### src/rtl/divide_sequencer.sv
// divide_sequencer: time-shares one iterative divider across a batch of SIZE dividends.
// Optional feature macro DIV_ZERO_BYPASS_EN: zero divisors skip the divider and flag the element.
module divide_sequencer #(
    parameter int SIZE    = 6,
    parameter int WIDTH   = 14,
    parameter int MAX_LAT = 32
) (
    input  logic                          clk_in,
    input  logic                          rst_in,
    input  logic                          pause,
    input  logic                          in_valid,
    output logic                          in_ready,
    input  logic [SIZE-1:0][WIDTH-1:0]    dividend_in,
    input  logic [SIZE/2-1:0][WIDTH-1:0]  divisor_in,
    output logic                          out_valid,
    input  logic                          out_ready,
    output logic [SIZE-1:0][WIDTH-1:0]    quotient_out,
    output logic [SIZE-1:0]               zero_flags,
    output logic [SIZE-1:0]               timeout_flags,
    output logic [WIDTH-1:0]              div_dividend_out,
    output logic [WIDTH-1:0]              div_divisor_out,
    output logic                          div_valid_out,
    output logic                          div_pause_out,
    input  logic [WIDTH-1:0]              div_quotient_in,
    input  logic                          div_valid_in,
    output logic [1:0]                    dbg_state
);

    localparam int IDX_W     = (SIZE > 1) ? $clog2(SIZE) : 1;
    localparam int DIV_IDX_W = (SIZE > 2) ? $clog2(SIZE / 2) : 1;
    localparam int CNT_W     = $clog2(MAX_LAT + 1);

    typedef enum logic [1:0] {
        IDLE  = 2'd0,
        ISSUE = 2'd1,
        WAIT  = 2'd2,
        DONE  = 2'd3
    } state_t;

    state_t                        state;
    logic [IDX_W-1:0]              idx;
    logic [CNT_W-1:0]              cnt;
    logic [SIZE-1:0][WIDTH-1:0]    dividend_q;
    logic [SIZE/2-1:0][WIDTH-1:0]  divisor_q;
    logic [DIV_IDX_W-1:0]          div_idx;
    logic                          last_elem;
    logic                          bypass;

    // Handshakes: a batch transfers on a rising clk_in edge where in_valid && in_ready;
    // results transfer where out_valid && out_ready && !pause. in_ready is withheld while
    // paused; out_valid stays high through a pause but the transfer waits for it to drop.
    assign in_ready      = (state == IDLE) && !pause;
    assign out_valid     = (state == DONE);
    assign div_pause_out = pause;
    assign dbg_state     = state;

    assign div_idx          = DIV_IDX_W'(idx >> 1);
    assign last_elem        = (idx == IDX_W'(SIZE - 1));
    assign div_dividend_out = dividend_q[idx];
    assign div_divisor_out  = divisor_q[div_idx];

`ifdef DIV_ZERO_BYPASS_EN
    assign bypass = (divisor_q[div_idx] == '0);
`else
    assign bypass     = 1'b0;
    assign zero_flags = '0;
`endif

    assign div_valid_out = (state == ISSUE) && !pause && !bypass;

    always_ff @(posedge clk_in) begin
        if (rst_in) begin
            state         <= IDLE;
            idx           <= '0;
            cnt           <= '0;
            dividend_q    <= '0;
            divisor_q     <= '0;
            quotient_out  <= '0;
            timeout_flags <= '0;
`ifdef DIV_ZERO_BYPASS_EN
            zero_flags    <= '0;
`endif
        end else if (!pause) begin
            case (state)
                IDLE: begin
                    if (in_valid) begin
                        dividend_q    <= dividend_in;
                        divisor_q     <= divisor_in;
                        timeout_flags <= '0;
`ifdef DIV_ZERO_BYPASS_EN
                        zero_flags    <= '0;
`endif
                        idx           <= '0;
                        state         <= ISSUE;
                    end
                end
                ISSUE: begin
                    cnt <= '0;
                    if (bypass) begin
                        quotient_out[idx] <= '1;
`ifdef DIV_ZERO_BYPASS_EN
                        zero_flags[idx]   <= 1'b1;
`endif
                        if (last_elem) begin
                            state <= DONE;
                        end else begin
                            idx   <= idx + 1'b1;
                            state <= ISSUE;
                        end
                    end else begin
                        state <= WAIT;
                    end
                end
                WAIT: begin
                    cnt <= cnt + 1'b1;
                    // A response arriving on the expiry cycle takes priority over the timeout.
                    if (div_valid_in || (cnt == CNT_W'(MAX_LAT - 1))) begin
                        if (div_valid_in) begin
                            quotient_out[idx] <= div_quotient_in;
                        end else begin
                            quotient_out[idx]  <= '1;
                            timeout_flags[idx] <= 1'b1;
                        end
                        if (last_elem) begin
                            state <= DONE;
                        end else begin
                            idx   <= idx + 1'b1;
                            state <= ISSUE;
                        end
                    end
                end
                DONE: begin
                    if (out_ready) begin
                        state <= IDLE;
                    end
                end
                default: state <= IDLE;
            endcase
        end
    end

endmodule

### config.mk
export PLATFORM = sky130hd
export DESIGN_NAME = divide_sequencer
export DESIGN_NICKNAME = d
export VERILOG_FILES = /design/src/rtl/divide_sequencer.sv
export SDC_FILE = /design/constraint.sdc
export NUM_CORES = 1
export LEC_CHECK = 0
export ABC_AREA = 0
export BUFFER_PORTS_ARGS = -buffer_cell sky130_fd_sc_hd__buf_2
export CAP_MARGIN = 15
export CORE_MARGIN = 10
export CORE_UTILIZATION = 38
export DETAILED_ROUTE_END_ITERATION = 8
export PLACE_DENSITY = 0.73
export SLEW_MARGIN = 20
export SYNTH_ARGS = -nofsm -noshare
export SYNTH_HDL_FRONTEND = slang
export SYNTH_SLANG_ARGS = --single-unit
### constraint.sdc
create_clock -name clk_in -period 1.7 [get_ports clk_in]
set_input_delay 0.085 -clock clk_in [delete_from_list [all_inputs] [get_ports clk_in]]
set_output_delay 0.085 -clock clk_in [all_outputs]
set_load 0.01 [all_outputs]
==> results.md, run 1 <==
- Total number of vias: 10220
- Fill cell count: 1834
- Worst setup margin: -0.3472 ns
- Prevailing post-synth register cell: dfxtp_1
- Worst EP arrival: 1.96 ns
- Chip width: 178.1 um
- RSZ-0062 raised after global routing: yes
- Layout cells sized above 1: 0.3968
- Max Cap Violations: 0
- Final period utilization: 1.204
- Crit Path Class: register to output pin
- Yosys top cell by area: dfxtp_1
- Register bit total from synthesis: 227
- Hold Slack: 0.007398 ns
- I/O Pins: 276
- Most frequent cells in the layout: buf_2 (267), nand2_1 (251), dfxtp_1 (220), dlygate4sd3_1 (133), inv_1 (87)
- Failing checks: negative setup slack
- Max stage delay on crit path: 0.37 ns
- Status: complete, but fails checks
- Final Hold Violating Endpoints: 0
- CTS Root Cell: clkbuf_16
- Gpl congestion: 0.8653
- Setup Slack @ Placement: -0.1015 ns
- Worst hold path class: primary input to register
- Family with the most delay on the worst path: compound AO/OA/AOI/OAI gates
- Die Y: 178.1 um
- CP max FO: 15
- Routed WL: 40.34 mm
- Buffers on Ports: 269
- PwrDens: 839.9 nW/um^2
- CTS Sinks: 227
- Total gr overflow: 0
- Placed inst area: 11370 sq um
- Final Power: 12.68 mW
- Worst Tran Pin Value: 0.9848 ns
- Worst setup EP type: output pin
- Synth cell types: 53
- DP HPWL: 23.10 mm
- Inserted Clock Buffers: 25
- Area share of the largest cell type after synthesis: 0.4785
- Tot GR Track Use: 0.2142
- Row count: 57
- CTS tree: yes
- Mean post-synth cell area: 8.712 sq um
- Largest net degree at the start of global routing: 137
- Leakage dissipation: 5.977 nW
- Total of warnings raised by yosys: 0
- Crit-path slowest cell: dfxtp_4
- CTS clock-pin slew for the worst setup and hold paths: 0.06 ns
- IR drop worst, VDD: 687.3 uV
- CP cell instances: buf_12, mux2i_1, o32ai_1, a221o_1, buf_2
- Number of flops mapped to enable cells by yosys: 0
- Commonest non-fill, non-tap cell in the layout: buf_2
- Final ANT Viol Nets: 0
- Design area: 15090 sq um
- First-pass DRT Iterations: 5
- First-pass GRT wire length: 54.61 mm
- Max Fclk: 0.4885 GHz
- Final clock skew: 0.02721 ns
- Initial Util: 0.3882
- Drt initial violations: 1117
- Die ar.: 31710 sq um
- Ys async rst share: 0
- Clk_lat worst skew: 0.53 ns
- Area grow syn2layout: 58.93%
- Clock tree buffer depth: 3
- Minimum clock period: 2.047 ns
- Syn Std Cell Area: 9497 sq um
- Core area: 24460 sq um
- Max-slew headroom: 0.3434
- Post-Synthesis Cells: 1090
- Synth top area cells: dfxtp_1 (48%), nand2_1 (11%), a21oi_1 (6.9%), a221oi_1 (5.4%), a221oi_2 (4.0%)
- Fin nets: 1684
- Residual DRC: 0
- CP required: 1.62 ns
- Wire length per cell: 21.54 um
- Vias in the first global route: 9925
- Buf+Inv Stages, Crit Path: 2
- Final number of setup-violating endpoints: 53
- Startpoint types: register
- Antenna violations before repair: 4
- H-tree depth: 1
- Post-synthesis sequential area ratio: 0.4785
- Vias per inst: 5.458
- Max-slew violations: 0
cell type report:
type,count,area [sq um],share of cell area
Antenna cell,4,10.01,0.0006632
Tap cell,324,405.4,0.02686
Clock buffer,33,715.7,0.04742
Sequential cell,227,4558,0.3020
Timing Repair Buffer,498,3955,0.2620
Clock inverter,8,93.84,0.006217
Inverter,89,334.1,0.02213
Multi-Input combinational cell,690,5021,0.3327
registers in the layout, summed over array words and instances (netlist names):
name and cells:
timeout_flags 6, cnt 6, quotient_out 84, idx 3, dividend_q 84, dbg_state 2
divisor_q 42
metal layers:
| layer | up-vias | track usage | part of all wire |
|---|---|---|---|
| met5 | - | 0 | 0 |
| met4 | 0 | 0.08545 | 0.038 |
| met3 | 111 | 0.06237 | 0.10 |
| met2 | 655 | 0.3543 | 0.49 |
| met1 | 4831 | 0.2563 | 0.37 |
| li1 | 4625 | - | - |
through the flow:
step / setup TNS, ns / instances / util
floorplan: -0.6582 / 1095 / -
global placement: -0.2496 / 1649 / 0.4648
detailed placement: -1.763 / 1649 / 0.4648
CTS: -7.305 / 1838 / 0.5702
global route: -10.66 / 1873 / 0.6170
finish: -6.062 / 1873 / 0.6170
Yosys cell counts, types with 4 or more instances:
library cell / number
xor2_1: 4
and3_1: 4
buf_2: 34
nor2b_1: 10
o221ai_1: 4
o21ai_0: 8
nand3_4: 6
nor2_1: 21
a31oi_1: 4
nand2_1: 279
a21oi_1: 130
buf_6: 6
a221oi_2: 25
o22ai_1: 15
mux2i_1: 32
mux2_2: 4
a22oi_1: 9
a22o_1: 10
clkbuf_1: 36
buf_4: 15
dfxtp_1: 227
inv_1: 89
ha_1: 7
nor2_2: 11
a221oi_1: 59
what timing repair did:
item,in CTS,in global routing
gates resized for setup,65,179
setup endpoints to repair,107,228
hold buffers,133,0
pin swaps,14,59
endpoints found under the hold margin,139,0
setup buffers,12,22
gates cloned,3,12
where the power goes:
part           leakage (nW)  internal [mW]  total [mW]  switching, mW
logic                  3.73          0.801        1.64          0.843
clock network         0.406           3.23        5.43           2.20
registers              1.84           5.49        5.60          0.111
worst reg2reg max path, cell delays in order, from the launching register on:
cell and delay (ns):
dfxtp_2 0.32, inv_2 0.09, buf_6 0.11, ha_4 0.14, nor2b_4 0.18, and2_4 0.23, buf_12 0.14, buf_12 0.13
buf_12 0.15, nand2_2 0.09, a21oi_2 0.17
kinds of logic after synthesis:
logic type | share of synthesized area
other | 0.0003949
xor gates and xnor gates | 0.004611
and+or+nand+nor | 0.1648
DFF | 0.4785
muxes | 0.04321
buffers and inverters | 0.08709
AOI/OAI and AO/OA | 0.2121
adders and majority gates | 0.009222
worst paths after layout:
kind                                                      to  depth (start not counted)  slack (ns)                  startpoint
worst min-delay path            quotient_out[5]$_SDFFE_PP0P_                          3       0.007          div_quotient_in[5]
worst max-delay path                    div_dividend_out[12]                          5       -0.35         idx[1]$_SDFFE_PP0P_
worst max register to register    divisor_q[25]$_SDFFE_PP0P_                         10       -0.11   dbg_state[0]$_SDFFE_PP0P_
worst min register to register    divisor_q[15]$_SDFFE_PP0P_                          2        0.45  divisor_q[15]$_SDFFE_PP0P_
Power figures use the tool's default switching activity.
==> run 2, diff against run 1 <==
- HOLD_SLACK_MARGIN: not set -> 0.05
- SETUP_SLACK_MARGIN: not set -> 0.2
==> run 2 against run 1 <==
  * The run still ends with negative setup slack left
  * Hold slack gained 0.12 ns
  * Count of clock-buffer cells in the layout grew 4
  * Maximum frequency down 11%
  * Critical path depth up 1
==> results.md, run 2 (synthesis results as in run 1) <==
- Status: complete, but fails checks
- Failing checks: negative setup slack
- WHS Path Cells: 4
- Antenna violations before repair: 4
- Hold EP: dbg_state[0]$_SDFFE_PP0P_
- Row count: 57
- CTS tree: yes
- Residual DRC: 0
- Worst setup margin: -0.5910 ns
- Design area: 18250 sq um
- Total gr overflow: 0
- CP required: 1.62 ns
- Die ar.: 31710 sq um
- Max stage delay on crit path: 0.41 ns
- First-pass GRT wire length: 62.70 mm
- Inserted Clock Buffers: 25
- Vias in the first global route: 10970
- H-tree depth: 1
- Initial Util: 0.3882
- Final period utilization: 1.348
- PwrDens: 762.6 nW/um^2
- Biggest regs: dividend_q x84, quotient_out x84, divisor_q x42
- I/O Pins: 276
- CTS clock-pin slew for the worst setup and hold paths: 0.07 ns
- Die Y: 178.1 um
- Chip width: 178.1 um
- Clk_lat worst skew: 0.56 ns
- Register area: 4568 sq um
- Area grow syn2layout: 92.21%
- Most frequent cells in the layout: buf_2 (265), dfxtp_1 (220), dlygate4sd3_1 (143), nand2_4 (123), a21oi_2 (121)
- Max Cap Violations: 0
- Fin cells: 1951
- Worst EP arrival: 2.21 ns
- Minimum clock period: 2.291 ns
- IR drop worst, VDD: 1075 uV
- Worst Tran Pin Value: 0.7895 ns
- Cells after DPL: 1638
- Drt initial violations: 1082
- Wire length per cell: 26.76 um
- Worst setup EP type: output pin
- DP HPWL: 22.91 mm
- Max-slew violations: 0
- Routed WL: 52.21 mm
- Max Fclk: 0.4365 GHz
- Hold wc startpoint: pause
- RSZ-0062 raised after global routing: yes
- Gpl congestion: 0.8416
- Final clock skew: 0.01997 ns
- Worst hold path class: primary input to register
- Worst reg2reg setup slack: -0.25 ns
- Final number of setup-violating endpoints: 45
- Hold Slack: 0.1253 ns
- Max-slew headroom: 0.4737
- Reg2reg start: dbg_state[1]$_SDFFE_PP0P_
- Final Hold Violating Endpoints: 0
- CTS Sinks: 227
- Placed inst area: 11690 sq um
- CP cell instances: buf_12, mux2i_2, nor2_1, a31oi_1, o221ai_1, buf_2
- First-pass DRT Iterations: 7
- FF-to-FF path depth: 9
- Crit-path slowest cell: dfxtp_4
- Startpoint types: register
- Crit Path Class: register to output pin
- Tot GR Track Use: 0.2485
- CTS Root Cell: clkbuf_16
- Fill cell count: 1353
- Commonest non-fill, non-tap cell in the layout: buf_2
- Area of the multi-input gates: 6723 sq um
- Vias per inst: 5.934
- Leakage dissipation: 7.384 nW
- Buffers on Ports: 269
- Core area: 24460 sq um
- Clock tree buffer depth: 3
- Fin nets: 1762
- Layout cells sized above 1: 0.5757
- Largest net degree at the start of global routing: 110
- Final ANT Viol Nets: 0
- Total number of vias: 11580
- FF-to-FF End: dividend_q[81]$_SDFFE_PP0P_
- CP max FO: 8
run 2: worst max-delay path, delay by kind of cell, from the launching register on:
| family | cells | cell delay [ns] |
|---|---|---|
| flip-flops | 1 | 0.41 |
| multiplexers | 1 | 0.40 |
| buffers and inverters | 2 | 0.38 |
| AO/OA/AOI/OAI | 2 | 0.36 |
| AND/OR/NAND/NOR | 1 | 0.10 |
run 2: repair_timing:
action                     CTS  global route
setup endpoints to repair  237           251
gates resized for setup    205           399
pin swaps                  107           240
hold buffers               143             0
hold endpoints to repair   211             0
cloned                      20            23
buffers inserted            48            34
run 2: per-stage QoR:
step                      setup TNS [ns]  power [mW]  utilization  worst slack, ns
final                             -8.935       13.92       0.7462          -0.5910
after global placement                 0       6.726       0.4777          0.01881
after detailed placement         -0.1774       6.743       0.4777         -0.04587
after floorplan                        0       6.304            -          0.09606
after CTS                         -5.153       12.84       0.6472          -0.3493
after global routing              -12.76       14.17       0.7462          -0.6651
run 2: where the power goes:
part	leakage, nW	switching, mW	internal [mW]
Sequential	1.85	0.166	5.49
Combinational	5.13	1.34	1.23
Clock	0.409	2.38	3.32
run 2: worst max path at each step:
stage / endpoint / depth (start not counted) / startpoint
2_1_floorplan: quotient_out[70]$_SDFFE_PP0P_ / 6 / cnt[1]$_SDFFE_PP0P_
3_3_place_gp: quotient_out[72]$_SDFFE_PP0P_ / 6 / dbg_state[0]$_SDFFE_PP0P_
3_5_place_dp: quotient_out[26]$_SDFFE_PP0P_ / 6 / dbg_state[0]$_SDFFE_PP0P_
4_1_cts: div_dividend_out[4] / 5 / idx[0]$_SDFFE_PP0P_
5_1_grt: div_dividend_out[7] / 6 / idx[0]$_SDFFE_PP0P_
6_report: div_dividend_out[7] / 6 / idx[0]$_SDFFE_PP0P_
run 2: layout make-up:
class,count,area share
Tap cell,324,0.02221
Inverter,89,0.01858
Timing Repair Buffer,573,0.2947
Clock inverter,5,0.004935
Antenna cell,3,0.0004113
Clock buffer,37,0.04065
Sequential cell,227,0.2503
Multi-Input combinational cell,693,0.3683
run 2: per-layer routing:
metal	vias to the layer above	global-route usage	share of wire
li1	4793	-	-
met1	5548	0.2917	0.34
met2	939	0.4227	0.48
met3	295	0.06617	0.11
met4	2	0.09865	0.069
met5	-	0	0.00021
==> run 3, diff against run 2 <==
--- a/config.mk
+++ b/config.mk
@@ -9,4 +9,5 @@
 export BUFFER_PORTS_ARGS = -buffer_cell sky130_fd_sc_hd__buf_2
 export CAP_MARGIN = 15
+export CORE_ASPECT_RATIO = 0.9
 export CORE_MARGIN = 10
 export CORE_UTILIZATION = 38
==> constraint.sdc (replaced) <==
create_clock -name clk_in -period 1.7 [get_ports clk_in]
set_input_delay 0.085 -clock clk_in [delete_from_list [all_inputs] [get_ports clk_in]]
set_output_delay 0.085 -clock clk_in [all_outputs]
set_load 0.05 [all_outputs]
==> run 3 against run 2 <==
  * The flow still finishes with violations (negative setup slack)
  * Global-route usage increased by 3.4 points
  * Clock power is 7.4% higher
  * Register-to-register slack about the same
  * Critical path type unchanged
==> results.md, run 3 (synthesis results as in run 1) <==
- Hold Slack: 0.07160 ns
- Most frequent cells in the layout: buf_2 (237), dfxtp_1 (220), nand2_4 (175), dlygate4sd3_1 (139), a21oi_2 (125)
- Leakage dissipation: 7.720 nW
- Worst setup EP type: output pin
- Design area: 19570 sq um
- Final Hold Violating Endpoints: 0
- CTS clock-pin slew for the worst setup and hold paths: 0.07 ns
- Vias per inst: 6.294
- Worst setup margin: -1.324 ns
- Total number of vias: 12460
- GRT busiest layer: met2
- RSZ-0062 raised after global routing: yes
- Max Fclk: 0.3307 GHz
- Met3 Usage GRT: 0.06477
- IR drop worst, VDD: 874.4 uV
- Core area: 24390 sq um
- Clk_lat worst skew: 0.56 ns
- Chip width: 186.6 um
- Area of the multi-input gates: 7542 sq um
- Setup_tns: -16.18 ns
- CTS Root Cell: clkbuf_16
- Row count: 54
- Biggest regs: dividend_q x84, quotient_out x84, divisor_q x42
- Fin nets: 1773
- Commonest non-fill, non-tap cell in the layout: buf_2
- CTS Sinks: 227
- I/O Pins: 276
- Max-slew violations: 0
- Area grow syn2layout: 106.1%
- Fill cell count: 1106
- Layout cells sized above 1: 0.6392
- Gpl congestion: 0.8398
- Residual DRC: 0
- Met2 GRT Util: 0.5064
- Reg2reg start: dbg_state[1]$_SDFFE_PP0P_
- PwrDens: 772.1 nW/um^2
- Final clock skew: 0.05335 ns
- Worst Tran Pin Value: 1.191 ns
- Worst hold path class: primary input to register
- CP required: 1.62 ns
- First-pass GRT wire length: 71.31 mm
- Wire length per cell: 32.93 um
- Vias in the first global route: 11990
- Worst EP arrival: 2.94 ns
- Buffers on Ports: 269
- CTS tree: yes
- Final period utilization: 1.779
- Register area: 4568 sq um
- Status: complete, but fails checks
- Routing usage on met1: 0.3088
- Failing checks: negative setup slack
- Drt initial violations: 1657
- Routed WL: 65.20 mm
- Total gr overflow: 0
- Setup Slack @ Placement: -0.1008 ns
- Die ar.: 31720 sq um
- CP max FO: 22
- Cells after DPL: 1654
- Antenna violations before repair: 9
- Fin cells: 1980
- Hold wc startpoint: div_quotient_in[12]
- Minimum clock period: 3.024 ns
- Max-slew headroom: 0.1978
- Inserted Clock Buffers: 25
- Crit Path Class: register to output pin
- Final number of setup-violating endpoints: 91
- Layout Utilization: 0.8024
- DP HPWL: 23.28 mm
- Final ANT Viol Nets: 0
- Largest net degree at the start of global routing: 109
- Tot GR Track Use: 0.2822
- Die Y: 170.0 um
- Max Cap Violations: 0
- Final Power: 15.11 mW
- First-pass DRT Iterations: 6
- H-tree depth: 1
- Placed inst area: 11790 sq um
- Clock tree buffer depth: 3
- Startpoint types: register
- Initial Util: 0.3894
- Setup crit start: idx[0]$_SDFFE_PP0P_
-- run 3: cell count changes in the layout (fill, tap and decap cells not counted), sizes merged --
cell	change
and2	+1
bufbuf	-1
clkinv	+6
buf	+21
bufinv	+3
dlygate4sd3	-4
nand3	+1
clkbuf	-13
diode	+3
nand2	-1
clkinvlp	+1
-- run 3: worst paths after layout --
path	to	slack (ns)	cells past startpoint
max	div_dividend_out[13]	-1.32	6
min	quotient_out[82]$_SDFFE_PP0P_	0.07	4
max reg2reg	dividend_q[30]$_SDFFE_PP0P_	-0.26	8
min reg2reg	quotient_out[30]$_SDFFE_PP0P_	0.47	2
-- run 3: worst max-delay path: stages, from the launching register on --
cell and delay, ns:
dfxtp_4 0.39, buf_12 0.25, mux2i_1 0.15, o21ai_0 0.94
nand2_1 0.27, o21ai_2 0.17, buf_6 0.19
-- run 3: timing repair --
| item | in CTS | in global routing |
|---|---|---|
| cloned | 35 | 13 |
| setup buffers | 68 | 20 |
| pin swaps | 200 | 257 |
| endpoints found under the hold margin | 193 | 0 |
| endpoints found under the setup margin | 206 | 256 |
| hold buffers | 139 | 0 |
| resized for setup | 378 | 472 |
-- run 3: where the power goes --
| group | internal, mW | switching (mW) |
|---|---|---|
| registers | 5.48 | 0.276 |
| clock network | 3.56 | 2.56 |
| logic | 1.49 | 1.74 |
-- run 3: cell type report --
class | instances | area share
clock buffers | 30 | 0.03395
multi-input cells | 694 | 0.3854
repair buffers | 583 | 0.2965
diodes | 6 | 0.0007672
flip-flops and latches | 227 | 0.2334
well taps | 336 | 0.02148
clock inverters | 15 | 0.01093
inverters | 89 | 0.01758
-- run 3: metal layers --
layer / part of all wire / vias up
met5: 0.0018 / -
met4: 0.10 / 6
met3: 0.12 / 523
met2: 0.45 / 1241
met1: 0.32 / 5850
li1: - / 4842
